`config.mk`:
```
export PLATFORM = sky130hd
export DESIGN_NAME = ex_muldiv_unit
export DESIGN_NICKNAME = d
export VERILOG_FILES = /design/src/rtl/ex_muldiv_unit.sv
export SDC_FILE = /design/constraint.sdc
export NUM_CORES = 1
export LEC_CHECK = 0
export ABC_AREA = 1
export BUFFER_PORTS_ARGS = -buffer_cell sky130_fd_sc_hd__buf_2
export CORE_AREA = 2 2 224 226
export DETAILED_ROUTE_END_ITERATION = 8
export DIE_AREA = 0 0 226 228
export HOLD_SLACK_MARGIN = 0.08
export PLACE_DENSITY_LB_ADDON = 0.3
export SKIP_CTS_REPAIR_TIMING = 1
export SLEW_MARGIN = 15
export SYNTH_ARGS = -nofsm -noshare
export SYNTH_HDL_FRONTEND = slang
export SYNTH_SLANG_ARGS = --single-unit
```
`constraint.sdc`:
```
create_clock -name clk -period 6.4 [get_ports clk]
set_clock_uncertainty 0.2 [all_clocks]
set_input_delay 0 -clock clk [delete_from_list [all_inputs] [get_ports clk]]
set_output_delay 0 -clock clk [all_outputs]
set_load 0.1 [all_outputs]
```
`src/rtl/ex_muldiv_unit.sv`:
```
// Iterative MULT/MULTU/DIV/DIVU into HI/LO: 33 edges start-to-write, 1 edge for divide-by-zero.
// Define MULDIV_EARLY_OUT_EN to let multiply leave CALC once the remaining multiplier bits are zero.
module ex_muldiv_unit #(
  parameter int WIDTH = 32
) (
  input  logic             clk,
  input  logic             reset,
  input  logic             start,
  input  logic [1:0]       op,
  input  logic [WIDTH-1:0] rs_data,
  input  logic [WIDTH-1:0] rt_data,
  input  logic             mt_we,
  input  logic             mt_sel,
  input  logic [WIDTH-1:0] mt_data,
  input  logic             mf_sel,
  output logic             busy,
  output logic             done,
  output logic [WIDTH-1:0] hi,
  output logic [WIDTH-1:0] lo,
  output logic [WIDTH-1:0] mf_data
);
  localparam logic [1:0] S_IDLE = 2'd0;
  localparam logic [1:0] S_CALC = 2'd1;
  localparam logic [1:0] S_SIGN = 2'd2;
  localparam int W2 = 2 * WIDTH;

  logic [1:0]       state_q, state_d;
  logic [5:0]       count_q, count_d;
  logic             div_q, div_d;
  logic             neg_q, neg_d;
  logic             rneg_q, rneg_d;
  logic [W2-1:0]    a_q, a_d;
  logic [W2-1:0]    p_q, p_d;
  logic [WIDTH-1:0] b_q, b_d;
  logic [WIDTH-1:0] hi_q, hi_d;
  logic [WIDTH-1:0] lo_q, lo_d;
  logic             done_q, done_d;

  logic             signed_in;
  logic [WIDTH-1:0] rs_mag, rt_mag;
  logic [WIDTH:0]   partial;
  logic [WIDTH-1:0] rem_sub;
  logic             mul_last, calc_last;
  logic [W2-1:0]    prod_fix;
  logic [WIDTH-1:0] quo_fix, rem_fix;

  assign signed_in = ~op[0];
  assign rs_mag    = (signed_in && rs_data[WIDTH-1]) ? -rs_data : rs_data;
  assign rt_mag    = (signed_in && rt_data[WIDTH-1]) ? -rt_data : rt_data;

  // Divide keeps {remainder, dividend/quotient} in p_q; partial is the shifted-in trial remainder.
  assign partial = p_q[W2-1:WIDTH-1];
  assign rem_sub = partial[WIDTH-1:0] - b_q;

`ifdef MULDIV_EARLY_OUT_EN
  assign mul_last = (b_q[WIDTH-1:1] == '0);
`else
  assign mul_last = 1'b0;
`endif
  assign calc_last = (count_q == 6'd31) || (!div_q && mul_last);

  assign prod_fix = neg_q  ? -p_q              : p_q;
  assign quo_fix  = neg_q  ? -p_q[WIDTH-1:0]   : p_q[WIDTH-1:0];
  assign rem_fix  = rneg_q ? -p_q[W2-1:WIDTH]  : p_q[W2-1:WIDTH];

  always_comb begin
    state_d = state_q;
    count_d = count_q;
    div_d   = div_q;
    neg_d   = neg_q;
    rneg_d  = rneg_q;
    a_d     = a_q;
    b_d     = b_q;
    p_d     = p_q;
    hi_d    = hi_q;
    lo_d    = lo_q;
    done_d  = 1'b0;
    case (state_q)
      S_IDLE: begin
        if (mt_we) begin
          if (mt_sel) hi_d = mt_data;
          else        lo_d = mt_data;
        end
        if (start) begin
          div_d   = op[1];
          count_d = '0;
          neg_d   = signed_in & (rs_data[WIDTH-1] ^ rt_data[WIDTH-1]);
          rneg_d  = signed_in & rs_data[WIDTH-1];
          a_d     = {{WIDTH{1'b0}}, rs_mag};
          b_d     = rt_mag;
          p_d     = '0;
          state_d = S_CALC;
          if (op[1]) begin
            p_d = {{WIDTH{1'b0}}, rs_mag};
            // Divide by zero skips CALC; SIGN passes the raw dividend through unsigned.
            if (rt_data == '0) begin
              p_d     = {rs_data, {WIDTH{1'b1}}};
              neg_d   = 1'b0;
              rneg_d  = 1'b0;
              state_d = S_SIGN;
            end
          end
        end
      end
      S_CALC: begin
        count_d = count_q + 6'd1;
        if (div_q) begin
          if (partial >= {1'b0, b_q}) p_d = {rem_sub, p_q[WIDTH-2:0], 1'b1};
          else                        p_d = {p_q[W2-2:0], 1'b0};
        end else begin
          if (b_q[0]) p_d = p_q + a_q;
          a_d = {a_q[W2-2:0], 1'b0};
          b_d = b_q >> 1;
        end
        if (calc_last) state_d = S_SIGN;
      end
      S_SIGN: begin
        hi_d    = div_q ? rem_fix : prod_fix[W2-1:WIDTH];
        lo_d    = div_q ? quo_fix : prod_fix[WIDTH-1:0];
        done_d  = 1'b1;
        state_d = S_IDLE;
      end
      default: state_d = S_IDLE;
    endcase
  end

  always_ff @(posedge clk or posedge reset) begin
    if (reset) begin
      state_q <= S_IDLE;
      count_q <= '0;
      div_q   <= 1'b0;
      neg_q   <= 1'b0;
      rneg_q  <= 1'b0;
      a_q     <= '0;
      b_q     <= '0;
      p_q     <= '0;
      hi_q    <= '0;
      lo_q    <= '0;
      done_q  <= 1'b0;
    end else begin
      state_q <= state_d;
      count_q <= count_d;
      div_q   <= div_d;
      neg_q   <= neg_d;
      rneg_q  <= rneg_d;
      a_q     <= a_d;
      b_q     <= b_d;
      p_q     <= p_d;
      hi_q    <= hi_d;
      lo_q    <= lo_d;
      done_q  <= done_d;
    end
  end

  assign busy    = (state_q != S_IDLE);
  assign done    = done_q;
  assign hi      = hi_q;
  assign lo      = lo_q;
  assign mf_data = mf_sel ? hi_q : lo_q;
endmodule

```
======== Yosys cells after proc, flatten, opt, wreduce, memory -nomap -nowiden ========
Cells that the tools add are included.
storage, ports and cells
  register bits after elaboration ......... 236
  output and inout port bits .............. 98
cells by class
  add/subtract/negate cells ............... 8
  order comparisons ....................... 1
  equal/unequal tests ..................... 10
  muxes and demuxes ....................... 39
  bitwise gates (word level) .............. 4
  reduce and logical (&&, ||, !) cells .... 14
operators with widths
  operator                                              count
  2-to-1 mux 64 bit                                     9
  2-to-1 mux 32 bit                                     13
  one-hot mux 64 bit (2 select lines)                   2
  one-hot mux 32 bit (2 select lines)                   3
  negation 32 bit                                       4
  adder 64 bit                                          1
  negation 64 bit                                       1
  greater-or-equal comparator 33 x 32 -> 1 bit          1
  logical NOT 32 bit                                    1
  subtractor 32 bit                                     1
  inequality test 2 bit (second input constant)         6
  one-hot mux 6 bit (2 select lines)                    1
  AND reduction 3 bit                                   4
  2-to-1 mux 2 bit                                      4
  adder 6 x 1 -> 6 bit (second input constant)          1
  equality test 6 x 5 -> 1 bit (second input constant)  1
  2-to-1 mux 6 bit                                      1
  AND reduction 2 bit                                   3
  nonzero test 2 bit                                    3
  2-to-1 mux 1 bit                                      5
  one-hot mux 2 bit (2 select lines)                    1
  inequality test 3 bit (second input constant)         1
  bitwise AND 1 bit                                     2
  equality test 2 x 1 -> 1 bit (second input constant)  1
  other kinds (5)                                       6

======== Depth between registers and ports, before layout ========
  depth in word-level cells ............... 7
  gate-level depth with buffers ........... 20

======== Worst setup path before layout ========
Ideal clock, no wire load.
  kind .................................... flip-flop to output port
  from .................................... register lo_q[0], in the netlist lo[0]
  to ...................................... output port mf_data[0]
  arrival time ............................ 3155 ps
  required time ........................... 6200 ps
  path slack .............................. 3045 ps
  stages on the path, launching flop included .. 3
  path through ............................ dfrtp_1 inv_1 o21ai_0
between the ends
  word-level cells in the longest chain between the ends .. 1
ends and longest elaborated chain
  what                    line  RTL
  from (decl)             36    logic [WIDTH-1:0] lo_q, lo_d;
  from (signal assigned)  150   lo_q <= lo_d;
  2-to-1 mux 32 bit       159   assign mf_data = mf_sel ? hi_q : lo_q;
  to (decl)               20    output logic [WIDTH-1:0] mf_data
Every way passes these cells.

======== Worst setup path in the final report ========
  from .................................... register state_q[0]
  to ...................................... register b_q[3]
between the ends
  word-level cells in the longest chain between the ends .. 3
ends and longest elaborated chain
  what                                                                          line  RTL
  from (decl)                                                                   27    logic [1:0] state_q, state_d;
  from (signal assigned)                                                        141   state_q <= state_d;
  equality test 2 x 1 -> 1 bit or logical NOT 2 bit (tied branches)             78    case (state_q)
  inequality test 2 bit (no source line) or nonzero test 2 bit (tied branches)  --
  AND reduction 3 bit (no source line)                                          --
  to (signal assigned)                                                          135   b_q <= '0;
  to (signal assigned)                                                          147   b_q <= b_d;
  to (decl)                                                                     34    logic [WIDTH-1:0] b_q, b_d;
Several ways; a longest one is shown, not always the timed one.
A chain may end at the register's enable or synchronous reset.

==> results.ini <==
[global_route]
grt_pass1_vias = 26300
antenna_found_initial = 4
grt_max_degree = 133
grt_util_all_layers = 0.395
grt.met3_usage = 0.0656
grt_use_met1 = 0.493
use_met2 = 0.621
grt_pass1_wl_um = 155000
grt.overflow.total = 0
grt_most_used_layer = met2

[yosys]
yosysTopAreaCell = dfrtp_1
yosysMostFrequentCell = nand2_1
ys.flop_type = dfrtp_1
synthTopCellsByArea = dfrtp_1 24%, nand2_1 21%, inv_1 10%
synthCells = 4217
synth_top_area_share = 0.243
synth.distinct_cells = 50
seq_area_frac_synth = 0.243
syn_area_per_cell_um2 = 5.76
synth_edf_count = 0
syn_nets = 4423
yosysWarnings = 0
ys_ff_latch = 236
synth_area_um2 = 24300
netlist_top_cells_count = 1372 x nand2_1, 669 x inv_1, 515 x nor2_1
async_reset_ff_frac = 1.00

[sta]
worst_pin_slew_ns = 1.14
setup_viol = 0
timing.final.crit_share = 0.682
fin_tns_setup_ns = 0
max-slew-margin-rel = 0.237
final_hold_viol_count = 0
period_minus_slack_ns = 4.37
rsz0062_at_grt = false
slew_violations = 0
fmax_ghz = 0.229

[die]
start_util = 0.492
die_x_um = 226
rows = 82
core_area_um2 = 49300
io_pins = 202
fp.dieArea_um2 = 51500
die_h_um = 228

[finish]
drive_above_1_share = 0.0763
fin_nets = 4692
area_delta_synth_final_pct = 16.0
fillCellCount = 5044
diodes = 0
final_cell_area_um2 = 28200

[worst_setup_path]
r2r_start = state_q[0]$_DFFE_PP0P_
rr_worst_depth = 13
startpoint_type = register
crit_fanout = 108
cp.required_ns = 6.68
rrSetupSlack_ns = 2.03
end_kind = register
worst_ep_arrival_time_ns = 4.64
reg2reg_to = b_q[3]$_DFFE_PP0P_
path_class = reg -> reg

[placed_design]
gp_congestion = 1.07
dpl_cell_area_um2 = 25900
port_buffers = 201
hpwl_um = 83200

[cts]
numCtsBuffers = 27
cts_root_buf = clkbuf_16
htreeDepth = 1
tritoncts = yes
clock_sinks = 236
cts_buffer_depth = 3
insertion_delay_ns = 0.59
clk_pin_slew_ns = 0.07

[detailed_routing]
drc_errors = 0
first_pass_iters = 6
drtIter0Drc = 3028
post_drt_via_cell_ratio = 5.63
routed-via-count = 29200
wl_um = 107000
wl_per_cell_um = 20.6
ant_nets = 0

[min_path]
hp-class = in -> reg
hold_start = mt_data[18]
holdPathStages = 4
worstHoldEndpoint = lo[18]$_DFFE_PP0P_

[outcome]
outcome = complete, no violations

[run]
drv_cap = 0

[critical path: stages, from the launching register on]
cell and delay [ns]:
dfrtp_1 0.37, inv_1 0.14, nor2_4 0.11, buf_4 0.50, inv_2 0.08, nor2_2 0.09, buf_4 0.44, nor2_4 0.03
buf_4 0.32, inv_2 0.10, buf_4 0.81, o221ai_1 0.28, dlygate4sd3_1 0.63, o21ai_0 0.07
[worst max-delay path by stage]
stage                                endpoint  cells past startpoint  slack [ns]              startpoint
after global routing       b_q[3]$_DFFE_PP0P_                     13        1.79  state_q[0]$_DFFE_PP0P_
after detailed placement   b_q[9]$_DFFE_PP0P_                     12        2.67  state_q[0]$_DFFE_PP0P_
after floorplan                    mf_data[0]                      2        3.04       lo[0]$_DFFE_PP0P_
final                      b_q[3]$_DFFE_PP0P_                     13        2.03  state_q[0]$_DFFE_PP0P_
after CTS                  b_q[9]$_DFFE_PP0P_                     12        2.63  state_q[0]$_DFFE_PP0P_
after global placement    b_q[10]$_DFFE_PP0P_                     12        2.68  state_q[0]$_DFFE_PP0P_
[layout make-up]
cell class / instances / area (um2) / area share
clock buffer: 41 / 798 / 0.0283
inverter: 677 / 2540 / 0.0904
tap: 672 / 841 / 0.0299
timing repair buffer: 368 / 2630 / 0.0932
clock inverter: 8 / 90.1 / 0.00320
multi-input combinational: 3176 / 15400 / 0.545
sequential: 236 / 5910 / 0.210
[cell families after synthesis]
kind of cell | after synthesis | share of synthesized area
xor+xnor | 79 | 0.0285
mux | 30 | 0.0139
flops | 236 | 0.243
simple gates | 2334 | 0.391
fa+ha+maj | 102 | 0.0532
compound gates | 631 | 0.144
buf+inv | 805 | 0.126
[routing by layer]
metal | wire (um) | vias to the layer above
met1 | 40400 | 13200
met2 | 47200 | 1625
met5 | 53 | -
li1 | - | 13900
met4 | 9140 | 8
met3 | 9780 | 449
[cells in the final DEF, fill, tap and decap left out, types with 4 or more instances in the layout]
cell and n:
clkbuf_16 27, nand3b_1 21, xnor2_1 18, buf_4 25, clkbuf_1 7, clkbuf_8 7, dfrtp_1 235, a32oi_1 10
inv_2 6, o21ai_1 6, dlygate4sd3_1 141, inv_1 667, nand2_1 1371, a31oi_1 45, and2_1 6, nor2_1 509
nor2_4 5, a22oi_1 4, nand3_1 297, nor3_1 51, o21ai_0 223, buf_2 201, or2_2 11, a21oi_1 239
nor4_1 7, mux2_2 30, o211ai_1 35, xor2_1 61, o22ai_1 38, o221ai_1 9, nor2_2 10, nand4_1 35
ha_1 100, o21bai_1 10, nand2_2 4
[through the flow]
stage / hold slack (ns) / worst slack [ns] / std cells / utilization
after detailed placement: -0.0695 / 2.67 / 4988 / 0.524
after global placement: -0.0713 / 2.68 / 4988 / 0.524
after global routing: 0.0725 / 1.79 / 5178 / 0.571
after CTS: -0.678 / 2.63 / 5037 / 0.542
after floorplan: -0.0416 / 3.04 / 4217 / -
final: 0.0345 / 2.03 / 5178 / 0.571
[registers in the layout, indices dropped and copies added (netlist names)]
name / cells
rneg_q: 1
count_q: 6
hi: 32
state_q: 2
b_q: 32
p_q: 64
a_q: 64
lo: 32
div_q: 1
done: 1
neg_q: 1
Power is not shown: default switching activity piles up to over one toggle a cycle in this logic, so the estimate is an artifact.
